==> config.mk <==
export PLATFORM = sky130hd
export DESIGN_NAME = vmx_array_sequencer
export DESIGN_NICKNAME = d
export VERILOG_FILES = /design/src/rtl/vmx_pkg.sv /design/src/rtl/vmx_seq_counter.sv /design/src/rtl/vmx_array_sequencer.sv
export SDC_FILE = /design/constraint.sdc
export NUM_CORES = 1
export LEC_CHECK = 0
export BUFFER_PORTS_ARGS = -buffer_cell sky130_fd_sc_hd__buf_2
export CORE_AREA = 2 2 170 172
export DETAILED_ROUTE_END_ITERATION = 6
export DIE_AREA = 0 0 172 174
export PLACE_DENSITY_LB_ADDON = 0.15
export SYNTH_ARGS = -nofsm -noshare
export SYNTH_HDL_FRONTEND = slang
export SYNTH_SLANG_ARGS = --single-unit
==> constraint.sdc <==
create_clock -name clk -period 4.9 [get_ports clk]
set_input_delay 0.49 -clock clk [delete_from_list [all_inputs] [get_ports clk]]
set_output_delay 0.49 -clock clk [all_outputs]
set_load 0.01 [all_outputs]
==> src/rtl/vmx_pkg.sv <==
// vmx_pkg: shared command bit positions, FSM encoding and timeout scale for the array sequencer
package vmx_pkg;
  typedef enum logic [1:0] {IDLE = 2'd0, LOAD = 2'd1, DRAIN = 2'd2, OUT = 2'd3} state_t;
  localparam int CMD_VALID = 7;
  localparam int CMD_LAST = 6;
  localparam int CMD_ACC = 5;
  localparam int TIMEOUT_MULT = 4;
endpackage

==> src/rtl/vmx_seq_counter.sv <==
// vmx_seq_counter: loadable saturating up-counter with a terminal-match flag
module vmx_seq_counter #(
  parameter int W = 8
) (
  input  logic         clk,
  input  logic         rst_n,
  input  logic         ena,
  input  logic         load,
  input  logic [W-1:0] load_val,
  input  logic         inc,
  input  logic [W-1:0] match,
  output logic [W-1:0] count,
  output logic         hit
);
  assign hit = count == match;
  // load wins over increment; the count sticks at all-ones instead of wrapping
  always_ff @(posedge clk or negedge rst_n)
    if (!rst_n) count <= '0;
    else if (ena) count <= load ? load_val : (inc && count != '1) ? count + W'(1) : count;
endmodule

==> src/rtl/vmx_array_sequencer.sv <==
// vmx_array_sequencer: feeds an operand stream into a PE array with per-beat commands and returns the final product
module vmx_array_sequencer
  import vmx_pkg::*;
#(
  parameter int ARRAY_SIZE     = 4,
  parameter int VECTORS_BITLEN = 16,
  parameter int COMMAND_BITLEN = 8,
  parameter int LEN_BITLEN     = 8
) (
  input  logic                                     clk,
  input  logic                                     rst_n,
  input  logic                                     ena,
  input  logic                                     start,
  input  logic [LEN_BITLEN-1:0]                    len,
  output logic                                     busy,
  output logic                                     done,
  output logic                                     err,
  input  logic [VECTORS_BITLEN*ARRAY_SIZE-1:0]     s_data,
  input  logic                                     s_valid,
  output logic                                     s_ready,
  output logic [VECTORS_BITLEN*ARRAY_SIZE-1:0]     arr_vectors,
  output logic [COMMAND_BITLEN*ARRAY_SIZE-1:0]     arr_command,
  input  logic [2*VECTORS_BITLEN*ARRAY_SIZE-1:0]   arr_product,
  input  logic                                     arr_valid,
  output logic [2*VECTORS_BITLEN*ARRAY_SIZE-1:0]   r_data,
  output logic                                     r_valid,
  input  logic                                     r_ready
);
  localparam logic [LEN_BITLEN-1:0] TMO_LAST = LEN_BITLEN'(TIMEOUT_MULT * ARRAY_SIZE - 1);
  state_t state, state_nx;
  logic [LEN_BITLEN-1:0] len_q, len_m1, beat_cnt, vld_cnt, tmo_cnt;
  logic beat_last, vld_last, tmo_hit, kick, beat_fire, vld_fire, complete, timeout;
  logic [COMMAND_BITLEN-1:0] lane;
  assign len_m1 = len_q - LEN_BITLEN'(1);
  assign kick = state == IDLE && start && len != '0;
  assign beat_fire = state == LOAD && s_valid;
  assign vld_fire = (state == LOAD || state == DRAIN) && arr_valid;
  assign complete = vld_fire && vld_last;
  assign timeout = state == DRAIN && tmo_hit && !complete;
  assign s_ready = state == LOAD;
  assign busy = state != IDLE;
  assign r_valid = state == OUT;
  vmx_seq_counter #(.W(LEN_BITLEN)) u_beat (
    .clk(clk), .rst_n(rst_n), .ena(ena), .load(kick), .load_val('0),
    .inc(beat_fire), .match(len_m1), .count(beat_cnt), .hit(beat_last)
  );
  vmx_seq_counter #(.W(LEN_BITLEN)) u_vld (
    .clk(clk), .rst_n(rst_n), .ena(ena), .load(kick), .load_val('0),
    .inc(vld_fire && vld_cnt != len_q), .match(len_m1), .count(vld_cnt), .hit(vld_last)
  );
  vmx_seq_counter #(.W(LEN_BITLEN)) u_tmo (
    .clk(clk), .rst_n(rst_n), .ena(ena), .load(kick), .load_val('0),
    .inc(state == DRAIN && tmo_cnt != TMO_LAST), .match(TMO_LAST), .count(tmo_cnt), .hit(tmo_hit)
  );
  // per-lane command: valid tag always, last on the final beat, accumulate after the first beat
  always_comb begin
    lane = '0;
    lane[CMD_VALID] = 1'b1;
    lane[CMD_LAST] = beat_last;
    lane[CMD_ACC] = beat_cnt != '0;
  end
  // state register, frozen while ena is low
  always_ff @(posedge clk or negedge rst_n)
    if (!rst_n) state <= IDLE;
    else if (ena) state <= state_nx;
  // next state: array completion takes priority over issuing and over the drain timeout
  always_comb begin
    state_nx = state;
    unique case (state)
      IDLE:  state_nx = kick ? LOAD : IDLE;
      LOAD:  state_nx = complete ? OUT : (beat_fire && beat_last) ? DRAIN : LOAD;
      DRAIN: state_nx = complete ? OUT : timeout ? IDLE : DRAIN;
      OUT:   state_nx = r_ready ? IDLE : OUT;
    endcase
  end
  // datapath: array bus, result capture, done pulse and sticky error
  always_ff @(posedge clk or negedge rst_n)
    if (!rst_n) begin
      len_q <= '0;
      done <= 1'b0;
      err <= 1'b0;
      arr_command <= '0;
      arr_vectors <= '0;
      r_data <= '0;
    end else if (ena) begin
      if (kick) len_q <= len;
      done <= (state == IDLE && start && len == '0) || timeout || (state == OUT && r_ready);
      err <= (state == IDLE && start) ? 1'b0 : timeout ? 1'b1 : err;
      arr_command <= beat_fire ? {ARRAY_SIZE{lane}} : '0;
      if (beat_fire) arr_vectors <= s_data;
      if (complete) r_data <= arr_product;
    end
endmodule
---- After elaboration in Yosys (flattened, before gate mapping) ----
Index checks and enable logic that the tools add are counted.
operators by class
  add/subtract/negate cells ............... 4
  multipliers ............................. 0
  div/mod/pow operators ................... 0
  order comparisons ....................... 0
  eq/ne operators ......................... 11
  shifts and indexed selects .............. 0
  muxes and demuxes ....................... 16
  bitwise gates (word level) .............. 0
  reductions and logical operators ........ 35
operators by type and width
  cell                                                    number
  2-to-1 mux 8 bit                                        6
  2-to-1 mux 32 bit                                       1
  adder 8 x 1 -> 8 bit (second input constant)            3
  inequality test 8 bit (second input constant)           3
  equality test 8 bit                                     2
  nonzero test 8 bit                                      2
  logical AND 1 bit                                       15
  AND reduction 2 bit                                     7
  2-to-1 mux 2 bit                                        5
  nonzero test 2 bit                                      5
  equality test 8 x 4 -> 1 bit (second input constant)    1
  logical NOT 8 bit                                       1
  inequality test 8 x 4 -> 1 bit (second input constant)  1
  inequality test 8 bit                                   1
  case mux 2 bit (4 select lines)                         1
  subtractor 8 x 1 -> 8 bit (second input constant)       1
  equality test 2 bit (second input constant)             2
  logical OR 1 bit                                        3
  2-to-1 mux 1 bit                                        3
  equality test 2 x 1 -> 1 bit (second input constant)    1
  logical NOT 2 bit                                       1
  logical NOT 1 bit                                       1
word-level totals
  register bits ........................... 260
  latch bits .............................. 0
  RAM bits ................................ 0
  memory bits (read-only) ................. 0
  memories kept ........................... 0

---- Longest topological paths before layout ----
  word-level depth ........................ 9
  depth in mapped cells ................... 11
  mapped depth without buffers ............ 8

---- Hierarchy ----
Synthesis repeated with hierarchy kept, for this count alone.
unflattened totals
  cell total of the unflattened synthesis .. 752
  area, all modules ....................... 10,212.3 µm²
by module, submodules not included
  module               instances  cells each  area an instance (µm²)
  vmx_array_sequencer  1          545         8,316.7
  vmx_seq_counter      3          69          631.9

---- Worst setup path after synthesis ----
Ideal clock, no wire load.
  path type ............................... register to register
  start ................................... reg len_q[0]
  end ..................................... reg r_data[0]
  library setup time ...................... 0.125 ns
  arrival time ............................ 2.553 ns
  required time ........................... 4.775 ns
  setup slack ............................. 2.222 ns
  cell stages (with the launch flop) ...... 12
  path buffers ............................ 3
  period minus slack after synthesis ...... 2.678 ns
  cells stage by stage .................... dfrtp_1 > buf_2 > inv_1 > ha_1 > or4b_4 > nor3_2 > o22ai_2 > nor4_2 > nand2_2 > buf_12 > buf_12 > mux2_4
on the way
  word-level cells in the longest chain between the ends .. 4
ends and longest elaborated chain
  element                        RTL line                   RTL
  from (decl)                    vmx_array_sequencer.sv:31  logic [LEN_BITLEN-1:0] len_q, len_m1, beat_cnt, vld_cnt, tmo_cnt;
  from (signal assigned)         vmx_array_sequencer.sv:86  if (kick) len_q <= len;
  subtractor 8 x 1 -> 8 bit      vmx_array_sequencer.sv:34  assign len_m1 = len_q - LEN_BITLEN'(1);
  equality test 8 bit            vmx_seq_counter.sv:15      assign hit = count == match;
  logical AND 1 bit              vmx_array_sequencer.sv:38  assign complete = vld_fire && vld_last;
  AND reduction 2 bit (no line)  n/a
  to (signal assigned)           vmx_array_sequencer.sv:91  if (complete) r_data <= arr_product;
  to (decl)                      vmx_array_sequencer.sv:25  output logic [2*VECTORS_BITLEN*ARRAY_SIZE-1:0] r_data,
No other way between the ends.
A chain may end at the register's enable or synchronous reset.

---- Worst setup path in the final report ----
  start ................................... reg len_q[0]
  end ..................................... reg r_data[1]
Same word-level chain as after synthesis.

==> impl_metrics.py <==
metrics = {
    "status": {
        "status": "complete, no violations",
    },
    "sta": {
        "finClkSkew_ns": 0.00998,
        "fin_crit_sh_pct": 71.4,
        "finalSetupViolCount": 0,
        "fin_ws_ns": 1.40,
        "drv_slew": 0,
        "grt_setup_unrepaired": "no",
        "hold_viol_final": 0,
        "whs_ns": 0.0549,
        "clock.fmax_ghz": 0.286,
        "fin_setup_tns_ns": 0,
        "period_needed_ns": 3.50,
        "worst_pin_slew_ns": 0.985,
        "slew_headroom_pct": 34.3,
    },
    "place": {
        "dpl.hpwl_mm": 20.6,
        "place_area_sq_mm": 0.0126,
        "preCtsSetupSlack_ns": 1.42,
        "place_congestion": 0.800,
        "io_buffers": 415,
    },
    "synthesis": {
        "yosysTopAreaCell": "dfrtp_1",
        "synth_cell_types": 56,
        "synth_ff_type": "dfrtp_1",
        "synth_top_area_share_pct": 55.4,
        "yosysMostFrequentCell": "dfrtp_1",
        "synth_xor_area_share_pct": 2.94,
        "synth_simple_gate_area_share_pct": 6.17,
        "synth_common_cells": "dfrtp_1 (231), mux2_4 (120), mux2_2 (73)",
        "synth_top_family_by_area": "multiplexers",
        "ys_ff_latch": 231,
        "netlist_instances": 718,
        "synth-edff-count": 0,
        "seq_area_frac_synth_pct": 55.4,
        "synthTopCellsByArea": "dfrtp_1 (55%), mux2_4 (17%), mux2_2 (7.9%), buf_4 (2.2%), buf_12 (2.1%)",
        "syn_area_per_cell_sq_um": 14.5,
        "synthAdderAreaFrac_pct": 1.20,
        "synth_mux_area_share_pct": 25.2,
        "async_flop_share_pct": 100,
        "ys_warn_count": 0,
        "synth-compound-area-share_pct": 3.09,
        "syn_area_sq_mm": 0.0104,
    },
    "critical_path": {
        "critPathRequiredTime_ns": 5.31,
        "cp_max_fo": 49,
        "cp-end-kind": "register",
        "worst-r2r-setup-slack_ns": 1.40,
        "critPathLaunchType": "register",
        "crit_type": "reg -> reg",
        "arrival_ns": 3.91,
    },
    "clock_network": {
        "cts_buffers": 27,
        "clk_pin_slew_worst_paths_ns": 0.06,
        "cts_setup_buffers": 0,
        "cts.sinks": 231,
        "hold_buffers": 0,
        "post_cts_resized": 0,
        "worstSkewPairLatency_ns": 0.53,
        "tritoncts": "built",
        "cts_root_buf": "clkbuf_16",
        "clock_path_buffers": 3,
        "htreeDepth": 1,
    },
    "finish": {
        "layout-drive-gt1-share_pct": 58.8,
        "stdcell_area_sq_mm": 0.0135,
        "fin_nets": 1342,
        "area_growth_pct": 29.2,
    },
    "global_route": {
        "grt_pass1_wl_mm": 41.2,
        "grt_pass1_vias": 7003,
        "grt_start_max_net_pins": 125,
        "grt-ovfl-total": 0,
        "grtUsageTotal_pct": 17.7,
        "grt_antenna_before_repair": 5,
    },
    "die": {
        "fp.dieH_um": 174,
        "ioPinCount": 436,
        "design.die.area_sq_mm": 0.0299,
        "initial_core_util_pct": 37.0,
        "die_w_um": 172,
        "core_area_sq_mm": 0.0282,
        "placementRows": 62,
    },
    "pwr": {
        "powerDensity_mw_per_mm2": 553,
        "ir_drop_v": 0.000324,
        "p_leak_nw": 7.58,
        "power_w": 0.00746,
    },
    "drt": {
        "detail_route.first_pass.iterations": 4,
        "ant_nets": 0,
        "vias_per_cell": 4.59,
        "drtIter0Drc": 276,
        "wl_mm": 27.9,
        "dr_total_vias": 7013,
        "post-route-drc-count": 0,
        "post_drt_wl_per_cell_um": 18.2,
    },
    "hold_path": {
        "hold_class": "in -> async",
    },
    "flow_run": {
        "max_cap_viol_count": 0,
    },
}
[state kept, by name (all words and copies together) (netlist names)]
| name | flops |
|---|---|
| r_data | 128 |
| arr_vectors | 64 |
| len_q | 8 |
| u_beat.count | 8 |
| u_tmo.count | 8 |
| u_vld.count | 8 |
| arr_command | 3 |
| state | 2 |
| done | 1 |
| err | 1 |
[critical path, stage by stage (launching register included)]
cell and delay (ns):
dfrtp_1 0.44, inv_1 0.10, ha_1 0.25, or4b_4 0.53, nor3_2 0.20, o22ai_2 0.12
nor4_2 0.50, nand2_8 0.36, buf_4 0.43, mux2_4 0.35
[path summary, 6_finish.rpt]
check                            startpoint         endpoint  cells after the start
worst max register to register     len_q[0]        r_data[1]                      9
max in group asynchronous             rst_n  arr_vectors[30]                      2
worst min-delay path                  rst_n   arr_vectors[6]                      1
worst max-delay path               len_q[0]        r_data[1]                      9
worst min register to register  r_data[116]      r_data[116]                      1
min in group clk                     len[5]         len_q[5]                      3
[area by class of cell]
type                            instances  area (sq um)
Sequential cell                       231          5780
Clock inverter                         10           104
Clock buffer                           38           777
Multi-Input combinational cell        429          4140
Fill cell                            2666         14800
Antenna cell                            1          2.50
Inverter                               14          52.6
Tap cell                              384           480
Timing Repair Buffer                  422          2150
[logic make-up (layout without fill, tap and decap cells)]
| logic type | count (synthesis) | count (layout) |
|---|---|---|
| AOI/OAI and AO/OA | 45 | 45 |
| xor gates and xnor gates | 35 | 35 |
| adders and majority gates | 10 | 10 |
| buffers and inverters | 77 | 484 |
| DFF | 231 | 231 |
| muxes | 194 | 194 |
| other | 1 | 21 |
| and+or+nand+nor | 125 | 125 |
[placed cells by master, fill, tap and decap left out, types with 6 or more instances in the layout]
master     instances
nand2_1           38
nor3_1             6
buf_4              6
mux2_4           120
xnor2_1           10
nor2_1            24
clkbuf_16         27
nand3_1            9
mux2_2            73
nand4_1           11
clkbuf_8           6
o21ai_0           10
xor2_1            25
clkinv_2           7
inv_1             14
conb_1            20
and3_1             9
ha_1              10
buf_2            414
nor4_1             6
dfrtp_1          231
a21oi_1            6
[metal layers]
layer	wire length (um)	up-vias	GRT usage [%]
li1	-	3285	-
met1	11100	3414	21.3
met2	13700	252	30.9
met3	2080	54	4.53
met4	905	8	5.71
met5	54	-	0
[power breakdown]
part           switching [W]  internal, W  leakage, nW
logic                0.00120      0.00132         4.06
registers           0.000395      0.00257         3.07
clock network       0.000781      0.00120        0.442
[stage by stage]
step	util, %	std cells
after floorplan	-	737
after global placement	44.6	1480
after detailed placement	44.6	1480
after CTS	47.8	1528
after global routing	47.8	1529
final	47.8	1529
Power figures use the tool's default switching activity.
